File: config.mk
export PLATFORM = sky130hd
export DESIGN_NAME = hs_accum_rx
export DESIGN_NICKNAME = d
export VERILOG_FILES = /design/src/rtl/hs_accum_rx.sv
export SDC_FILE = /design/constraint.sdc
export NUM_CORES = 1
export LEC_CHECK = 0
export CORE_ASPECT_RATIO = 2
export CORE_UTILIZATION = 40
export CTS_CLUSTER_SIZE = 8
export DETAILED_ROUTE_END_ITERATION = 12
export GPL_TIMING_DRIVEN = 0
export PLACE_DENSITY = 0.74
export SYNTH_ARGS = -nofsm -noshare
export SYNTH_HDL_FRONTEND = slang
export SYNTH_SLANG_ARGS = --single-unit
File: constraint.sdc
create_clock -name clock -period 2.2 [get_ports clock]
set_clock_uncertainty 0.1 [all_clocks]
set_input_delay 0.33 -clock clock [delete_from_list [all_inputs] [get_ports clock]]
set_output_delay 0.33 -clock clock [all_outputs]
set_load 0.1 [all_outputs]
File: src/rtl/hs_accum_rx.sv
// Consumer side of the dav_/rfd four-phase handshake; accumulates N samples into sum/peak.
// Optional HS_ACCUM_DAV_SYNC_EN adds a two-flop synchronizer on dav_.
module hs_accum_rx #(
  parameter int unsigned W  = 3,
  parameter int unsigned N  = 4,
  parameter int unsigned SW = 8,
  localparam int unsigned CW = (N > 1) ? $clog2(N) : 1
) (
  input  logic          clock,
  input  logic          reset,
  input  logic [W-1:0]  c,
  input  logic          dav_,
  output logic          rfd,
  output logic [SW-1:0] sum,
  output logic [W-1:0]  peak,
  output logic          done,
  output logic [CW-1:0] cnt
);

  typedef enum logic [1:0] {StWaitDav, StWaitRel, StAcc} state_e;

  state_e        state_q, state_d;
  logic [W-1:0]  smp_q, smp_d;
  logic [SW-1:0] acc_q, acc_d;
  logic [W-1:0]  runmax_q, runmax_d;
  logic [CW-1:0] cnt_q, cnt_d;
  logic [SW-1:0] sum_q, sum_d;
  logic [W-1:0]  peak_q, peak_d;
  logic          done_q, done_d;
  logic          rfd_q, rfd_d;
  logic          dav_use;

`ifdef HS_ACCUM_DAV_SYNC_EN
  logic dav_s1_q, dav_s2_q;

  always_ff @(posedge clock) begin
    if (reset) begin
      dav_s1_q <= 1'b1;
      dav_s2_q <= 1'b1;
    end else begin
      dav_s1_q <= dav_;
      dav_s2_q <= dav_s1_q;
    end
  end

  assign dav_use = dav_s2_q;
`else
  assign dav_use = dav_;
`endif

  logic [SW-1:0] smp_ext;
  logic [SW-1:0] acc_next;
  logic [W-1:0]  max_next;

  assign smp_ext  = SW'(smp_q);
  assign acc_next = acc_q + smp_ext;
  assign max_next = (smp_q > runmax_q) ? smp_q : runmax_q;

  always_comb begin
    state_d  = state_q;
    smp_d    = smp_q;
    acc_d    = acc_q;
    runmax_d = runmax_q;
    cnt_d    = cnt_q;
    sum_d    = sum_q;
    peak_d   = peak_q;
    done_d   = 1'b0;
    rfd_d    = rfd_q;
    unique case (state_q)
      StWaitDav: begin
        if (!dav_use) begin
          smp_d   = c;
          rfd_d   = 1'b0;
          state_d = StWaitRel;
        end
      end
      StWaitRel: begin
        if (dav_use) state_d = StAcc;
      end
      StAcc: begin
        rfd_d   = 1'b1;
        state_d = StWaitDav;
        if (cnt_q == CW'(N - 1)) begin
          sum_d    = acc_next;
          peak_d   = max_next;
          done_d   = 1'b1;
          acc_d    = '0;
          runmax_d = '0;
          cnt_d    = '0;
        end else begin
          acc_d    = acc_next;
          runmax_d = max_next;
          cnt_d    = cnt_q + 1'b1;
        end
      end
      default: state_d = StWaitDav;
    endcase
  end

  always_ff @(posedge clock) begin
    if (reset) begin
      state_q  <= StWaitDav;
      smp_q    <= '0;
      acc_q    <= '0;
      runmax_q <= '0;
      cnt_q    <= '0;
      sum_q    <= '0;
      peak_q   <= '0;
      done_q   <= 1'b0;
      rfd_q    <= 1'b1;
    end else begin
      state_q  <= state_d;
      smp_q    <= smp_d;
      acc_q    <= acc_d;
      runmax_q <= runmax_d;
      cnt_q    <= cnt_d;
      sum_q    <= sum_d;
      peak_q   <= peak_d;
      done_q   <= done_d;
      rfd_q    <= rfd_d;
    end
  end

  assign rfd  = rfd_q;
  assign sum  = sum_q;
  assign peak = peak_q;
  assign done = done_q;
  assign cnt  = cnt_q;

endmodule

==> flow_summary.ini, run 1 <==
[final_layout]
final_cells = 208
layout-drive-gt1-share = 0.0847
nFillCells = 284
multi_input_area_um2 = 699
final_cell_mix = dfxtp_1 (31), a21oi_1 (18), nand2_1 (15), o21ai_0 (15)
final_common_cell = dfxtp_1
n_antenna_cell = 0
fin_area_mm2 = 0.00171
final_util = 0.530
finalNetCount = 191
regArea_um2 = 621
area_growth_pct = 25.1

[setup_path]
crit_buf_inv = 1
critical_path_class = register to output port
arrival_ns = 1.75
cp-start-kind = register
worstPathRequired_ns = 1.77
slowest_stage = clkdlybuf4s50_1
path_max_fanout = 2
critical_path.max_stage_delay_ns = 1.13
end_kind = output port
crit_chain = clkdlybuf4s50_1
crit_family = buffers and inverters

[worst_hold_path]
min_path_type = primary input to register

[place]
dp_hpwl_um = 2250
dpl_worst_slack_ns = 0.171
post_dp_cell_area_mm2 = 0.00160
placed_cells = 201
io_buffers = 19
place.gp.congestion = 0.823

[clocking]
cts_buffers = 5
clk_pin_slew_ns = 0.06
clock-sinks = 31
cts_tree = built
clk_latency_ns = 0.29
htree_levels = 2
cts_buffer_depth = 2
cts-root-buf = clkbuf_8

[timing]
finalWorstSetupSlack_ns = 0.0206
fin_hold_ws_ns = 0.342
worst_pin_slew_ns = 0.971
fin_tns_setup_ns = 0
finalSetupViolCount = 0
slew_headroom = 0.351
rsz0062_at_grt = no
hold_violations = 0
timing.final.crit_share = 0.991
period_minus_slack_ns = 2.18
clock.fmax_ghz = 0.459
drv_slew = 0

[floorplanning]
die_area_mm2 = 0.00367
row_count = 29
initial_core_util = 0.423
coreArea_mm2 = 0.00323
fp.dieW_um = 43.3
num_io_pins = 21
chipHeight_um = 84.7

[logic_synthesis]
synth_cell_types = 33
postSynth.asyncResetShare = 0
synthTopCellsByArea = dfxtp_1 (45%), a21oi_1 (6.6%), ha_1 (6.4%)
synth_edf_count = 0
synthesis.area_mm2 = 0.00137
synth_area_leader_cell = dfxtp_1
synth.avg_cell_area_um2 = 9.06
syn_nets = 165
yosysTopAreaCellShare = 0.454
synthCells = 151
synthFlopType = dfxtp_1
ys_warn_count = 0
ys_ff_latch = 31
yosysSeqAreaShare = 0.454

[power]
total_power_mw = 1.13
p_per_area_mw_per_mm2 = 662
leakage_nw = 0.781
peakVddDrop_mv = 0.541

[drt]
first_pass_iters = 8
route.met3.wl_um = 90
wl_per_cell_um = 14.9
antenna_left = 0
wl_met1_um = 1210
drc = 4
wl_um = 3090
wl_met2_um = 1730
top_layer = met4
drt_iter0_markers = 34
vias_per_cell = 5.70
vias = 1185

[flow_run]
maxCapViolations = 0

[grt]
grt_max_degree = 11
overflow = 0
grt_pass1_wl_um = 5130
grt_pass1_vias = 1181
grt_util_all_layers = 0.187
grt_antenna_before_repair = 0

[status]
status = complete, but fails checks
violations = design-rule violations
## cells by family after synthesis
| kind of cell | after synthesis | share of synthesized area |
|---|---|---|
| AO/OA/AOI/OAI | 45 | 0.193 |
| AND/OR/NAND/NOR | 41 | 0.151 |
| flip-flops | 31 | 0.454 |
| buffers and inverters | 14 | 0.0412 |
| adder cells (fa/ha/maj) | 8 | 0.0787 |
| XOR/XNOR | 6 | 0.0384 |
| multiplexers | 6 | 0.0439 |
## repair_timing
item                                    in CTS  in global routing
hold endpoints to repair                     0                  0
endpoints found under the setup margin       2                  9
resized for setup                            2                 10
hold buffers                                 0                  0
setup buffers                                0                  0
## final cells by class
class,instances,share of cell area
Multi-Input combinational cell,106,0.409
Tap cell,31,0.0227
Clock buffer,6,0.0483
Buffer,5,0.0132
Clock inverter,1,0.00293
Inverter,9,0.0198
Sequential cell,31,0.363
Timing Repair Buffer,19,0.121
## final timing paths
| path | startpoint | endpoint | slack [ns] | depth (start not counted) |
|---|---|---|---|---|
| max reg2reg | smp_q[2] | acc_q[7] | 0.16 | 5 |
| min reg2reg | rfd | rfd | 0.36 | 2 |
| min | reset | done | 0.34 | 2 |
| max | sum[7] | sum[7] | 0.02 | 1 |
## Yosys cell counts (2+ instances only)
master    number
o21ai_0       15
a31oi_1        2
ha_1           7
or3_1          2
nor3_1         5
mux2i_1        6
nor2b_1        2
a22o_1         2
and2_1         2
inv_1          9
clkbuf_1       2
xnor2_1        5
nand2_1       15
dfxtp_1       31
nor2_1         7
a32o_1         3
buf_2          3
a21oi_1       18
## sequential cells by signal, summed over array words and instances (netlist names)
name / count
smp_q: 3
sum: 8
done: 1
rfd: 1
acc_q: 8
peak: 3
cnt: 2
state_q: 2
runmax_q: 3
## routing by layer
layer,up-vias,track usage
met3,5,0.0452
met1,576,0.182
met5,-,0
met2,17,0.348
li1,587,-
met4,0,0.0852
## power breakdown
part	internal, mW	switching (mW)	total, mW	leakage (nW)
Combinational	0.0358	0.0574	0.0932	0.483
Sequential	0.571	0.0110	0.582	0.251
Clock	0.245	0.212	0.457	0.0470
Power figures use the tool's default switching activity.
==> run 2, diff against run 1 <==
--- a/config.mk
+++ b/config.mk
@@ -6,6 +6,7 @@
 export NUM_CORES = 1
 export LEC_CHECK = 0
 export CORE_ASPECT_RATIO = 2
+export CORE_MARGIN = 2
 export CORE_UTILIZATION = 40
 export CTS_CLUSTER_SIZE = 8
 export DETAILED_ROUTE_END_ITERATION = 12
==> flow_summary.ini, run 2 (synthesis gave the netlist of run 1 again) <==
[floorplanning]
chipHeight_um = 86.7
num_io_pins = 21
fp.dieW_um = 45.3
coreArea_mm2 = 0.00334
row_count = 30
initial_core_util = 0.409
die_area_mm2 = 0.00393

[final_layout]
final_common_cell = dfxtp_1
area_growth_pct = 24.1
finalNetCount = 191
layout-drive-gt1-share = 0.0674
nFillCells = 305
n_antenna_cell = 0
final_cell_mix = dfxtp_1 (31), a21oi_1 (18), nand2_1 (15), o21ai_0 (15)

[setup_path]
critical_path_class = register to output port
rr_startpoint = smp_q[0]
crit_family = buffers and inverters
end_kind = output port
crit_buf_inv = 1
cp-start-kind = register
arrival_ns = 1.74
worstPathRequired_ns = 1.77
crit_chain = clkdlybuf4s50_1
path_max_fanout = 2
crit_start = sum[4]
critical_path.max_stage_delay_ns = 1.13
slowest_stage = clkdlybuf4s50_1

[clocking]
clk_pin_slew_ns = 0.06
clk_latency_ns = 0.28
clock-sinks = 31
cts-root-buf = clkbuf_8
cts_buffers = 5
cts_tree = built
htree_levels = 2
ctsHoldBuffers = 0
cts_buffer_depth = 2

[flow_run]
maxCapViolations = 0

[grt]
grt_pass1_vias = 1182
grt_max_degree = 11
overflow = 0
grt_antenna_before_repair = 0
met3_usage = 0.0479
grt_pass1_wl_um = 4860
busiest_layer = met2
grtUsageMet2 = 0.314
use_met1 = 0.156
grt_util_all_layers = 0.168

[drt]
vias = 1147
first_pass_iters = 4
drt_iter0_markers = 17
wl_um = 2980
drc = 0
antenna_left = 0
vias_per_cell = 5.46
wl_per_cell_um = 14.2

[status]
status = finished, final reports clean

[timing]
hold_violations = 0
slew_headroom = 0.350
fin_tns_setup_ns = 0
period_minus_slack_ns = 2.17
timing.final.crit_share = 0.989
worst_pin_slew_ns = 0.971
drv_slew = 0
finalSetupViolCount = 0
clock.fmax_ghz = 0.460
fin_hold_ws_ns = 0.334
rsz0062_at_grt = no

[power]
comb_power_share = 0.085
leakage_nw = 0.776
power.internal_uw = 828
p_clk_frac = 0.385
peakVddDrop_mv = 0.440
p_sw_frac = 0.245
pwr-share-seq = 0.531
switchingPower_uw = 269
p_per_area_mw_per_mm2 = 646

[place]
io_buffers = 19
dp_hpwl_um = 2300
place.gp.congestion = 0.781

[worst_hold_path]
hold_start = reset
min_path_type = primary input to register
-- run 2: changes by cell type in the layout (fill, tap and decap cells not counted), sizes merged --
cell / change
clkbuf: +1
-- run 2: power by group through the flow --
| stage | clock network, mW | registers, mW | logic [mW] |
|---|---|---|---|
| 2_1_floorplan | 0 | 0.606 | 0.0534 |
| 3_3_place_gp | 0 | 0.594 | 0.0899 |
| 3_5_place_dp | 0 | 0.594 | 0.0932 |
| 4_1_cts | 0.429 | 0.582 | 0.0936 |
| 5_1_grt | 0.446 | 0.583 | 0.102 |
| 6_report | 0.422 | 0.582 | 0.0927 |
-- run 2: stage by stage --
stage                     std cells   util  instance area, µm²  setup slack [ns]  total power [mW]
final                           210  0.508                1700            0.0252              1.10
after detailed placement        202  0.478                1600             0.134             0.687
after CTS                       210  0.502                1680           0.00783              1.10
after floorplan                 151      -                1370            0.0538             0.660
after global routing            210  0.508                1700           0.00207              1.13
after global placement          202  0.478                1600             0.200             0.684
-- run 2: timing repair --
action                                  in CTS  in global routing
cloned                                       0                  0
endpoints found under the setup margin       2                  8
gates resized for setup                      2                  8
setup buffers                                0                  0
-- run 2: cell type report --
class,instances,area [µm²],share of cell area
multi-input cells,106,691,0.407
flip-flops and latches,31,621,0.366
repair buffers,19,208,0.122
clock buffers,7,76.3,0.0450
well taps,32,40.0,0.0236
inverters,9,33.8,0.0199
plain buffers,5,22.5,0.0133
clock inverters,1,5.00,0.00295
-- run 2: final timing paths --
kind,endpoint,slack [ns],cells past startpoint
setup / recovery,sum[4],0.03,1
hold / removal,sum[1],0.33,2
setup reg to reg,acc_q[6],0.12,7
hold reg to reg,sum[0],0.36,2
-- run 2: layer usage --
layer / part of all wire / vias up
li1: - / 581
met1: 0.37 / 535
met2: 0.57 / 24
met3: 0.037 / 7
met4: 0.018 / 0
met5: 0 / -
==> run 3, diff against run 2 <==
--- a/config.mk
+++ b/config.mk
@@ -5,6 +5,7 @@
 export SDC_FILE = /design/constraint.sdc
 export NUM_CORES = 1
 export LEC_CHECK = 0
+export ABC_AREA = 1
 export CORE_ASPECT_RATIO = 2
 export CORE_MARGIN = 2
 export CORE_UTILIZATION = 40
==> flow_summary.ini, run 3 <==
[floorplanning]
row_count = 31
num_io_pins = 21
initial_core_util = 0.412
die_area_mm2 = 0.00420
chipHeight_um = 89.7
coreArea_mm2 = 0.00357
fp.dieW_um = 46.9

[final_layout]
finalNetCount = 228
fin_area_mm2 = 0.00184
n_antenna_cell = 0
final_cell_mix = nand2_1 (43), dfxtp_1 (31), inv_1 (29)
nFillCells = 367
area_growth_pct = 25.0
layout-drive-gt1-share = 0.116
final_common_cell = nand2_1

[clocking]
cts-root-buf = clkbuf_8
cts_tree = built
cts_buffer_depth = 2
clk_pin_slew_ns = 0.06
clk_latency_ns = 0.29
cts_buffers = 5
htree_levels = 2
clock-sinks = 31

[place]
io_buffers = 20
post_dp_cell_area_mm2 = 0.00173
place.gp.congestion = 0.870
dp_hpwl_um = 2260

[drt]
first_pass_iters = 4
drc = 0
antenna_left = 0
wl_um = 2960
vias_per_cell = 4.65
wl_per_cell_um = 11.2
drt_iter0_markers = 17
vias = 1228

[timing]
worst_pin_slew_ns = 0.968
drv_slew = 0
period_minus_slack_ns = 2.16
slew_headroom = 0.354
rsz0062_at_grt = no
hold_violations = 0
finalSetupViolCount = 0
timing.final.crit_share = 0.984
fin_tns_setup_ns = 0
clock.fmax_ghz = 0.462
fin_hold_ws_ns = 0.360

[flow_run]
maxCapViolations = 0

[logic_synthesis]
syn_nets = 201
synth_area_leader_cell = dfxtp_1
yosysTopAreaCellShare = 0.422
postSynth.asyncResetShare = 0
synthTopCellsByArea = dfxtp_1 (42%), nand2_1 (11%), inv_1 (7.4%)
synthCells = 187
synth_edf_count = 0
yosysSeqAreaShare = 0.422
synth.avg_cell_area_um2 = 7.86
synth_commonest_cells = nand2_1 (43), dfxtp_1 (31), inv_1 (29)
synthFlopType = dfxtp_1
ys_warn_count = 0
synthesis.area_mm2 = 0.00147
ys_ff_latch = 31
synth_cell_types = 27
synth_most_common_cell = nand2_1

[grt]
grt_util_all_layers = 0.169
grt_antenna_before_repair = 0
grt_pass1_wl_um = 5170
grt_pass1_vias = 1170
grt_max_degree = 11
overflow = 0

[setup_path]
crit_buf_inv = 1
worstPathRequired_ns = 1.77
path_max_fanout = 2
critical_path_class = register to output port
end_kind = output port
arrival_ns = 1.73
cp-start-kind = register
critical_path.max_stage_delay_ns = 1.13
crit_chain = clkdlybuf4s50_1
slowest_stage = clkdlybuf4s50_1
rr_worst_depth = 8
cp.depth = 1
crit_family = buffers and inverters

[worst_hold_path]
holdPathStages = 2
min_path_type = register to register

[status]
status = finished, final reports clean

[power]
leakage_nw = 0.943
total_power_mw = 1.17
p_per_area_mw_per_mm2 = 639
peakVddDrop_mv = 0.615
==> run 3: through the flow <==
stage / std cells / setup slack [ns] / utilization
6_report: 264 / 0.0359 / 0.515
5_1_grt: 264 / 0.00208 / 0.515
4_1_cts: 264 / 0.00729 / 0.511
3_5_place_dp: 256 / 0.211 / 0.485
3_3_place_gp: 256 / 0.177 / 0.485
2_1_floorplan: 187 / 0.194 / -
==> run 3: cell families (layout without fill, tap and decap cells) <==
| group | after synthesis | after routing | share of synthesized area |
|---|---|---|---|
| buf+inv | 36 | 64 | 0.0980 |
| xor+xnor | 3 | 3 | 0.0179 |
| fa+ha+maj | 8 | 8 | 0.0733 |
| simple gates | 71 | 71 | 0.227 |
| flops | 31 | 31 | 0.422 |
| compound gates | 38 | 38 | 0.161 |
==> run 3: final cells by class <==
cell class	count	area, µm²	share of cell area
Sequential cell	31	621	0.338
Buffer	2	16.3	0.00886
Timing Repair Buffer	20	206	0.112
Clock buffer	8	100	0.0545
Tap cell	49	61.3	0.0334
Inverter	34	128	0.0695
Multi-Input combinational cell	120	704	0.384
==> run 3: routing by layer <==
layer | GRT usage | up-vias | routed length, µm
met2 | 0.284 | 26 | 1590
met4 | 0.0764 | 0 | 61
li1 | - | 648 | -
met5 | 0 | - | 0
met1 | 0.182 | 549 | 1180
met3 | 0.0482 | 5 | 126
==> run 3: timing repair <==
action                                  in CTS  in global routing
resized for setup                            7                  6
hold buffers                                 0                  0
endpoints found under the setup margin       7                  6
buffers inserted                             0                  0
==> run 3: worst paths after layout <==
check                           slack [ns]     end  startpoint
worst max-delay path                  0.04  sum[4]      sum[4]
worst min register to register        0.36     rfd         rfd
worst min-delay path                  0.36     rfd         rfd
worst max register to register        0.24  sum[4]    smp_q[0]
==> run 3: report_power, final <==
group | internal [mW] | total, mW | leakage, nW | switching [mW]
logic | 0.0342 | 0.105 | 0.641 | 0.0707
registers | 0.571 | 0.580 | 0.251 | 0.00849
clock network | 0.285 | 0.490 | 0.0515 | 0.205
total | 0.890 | 1.17 | 0.943 | 0.284
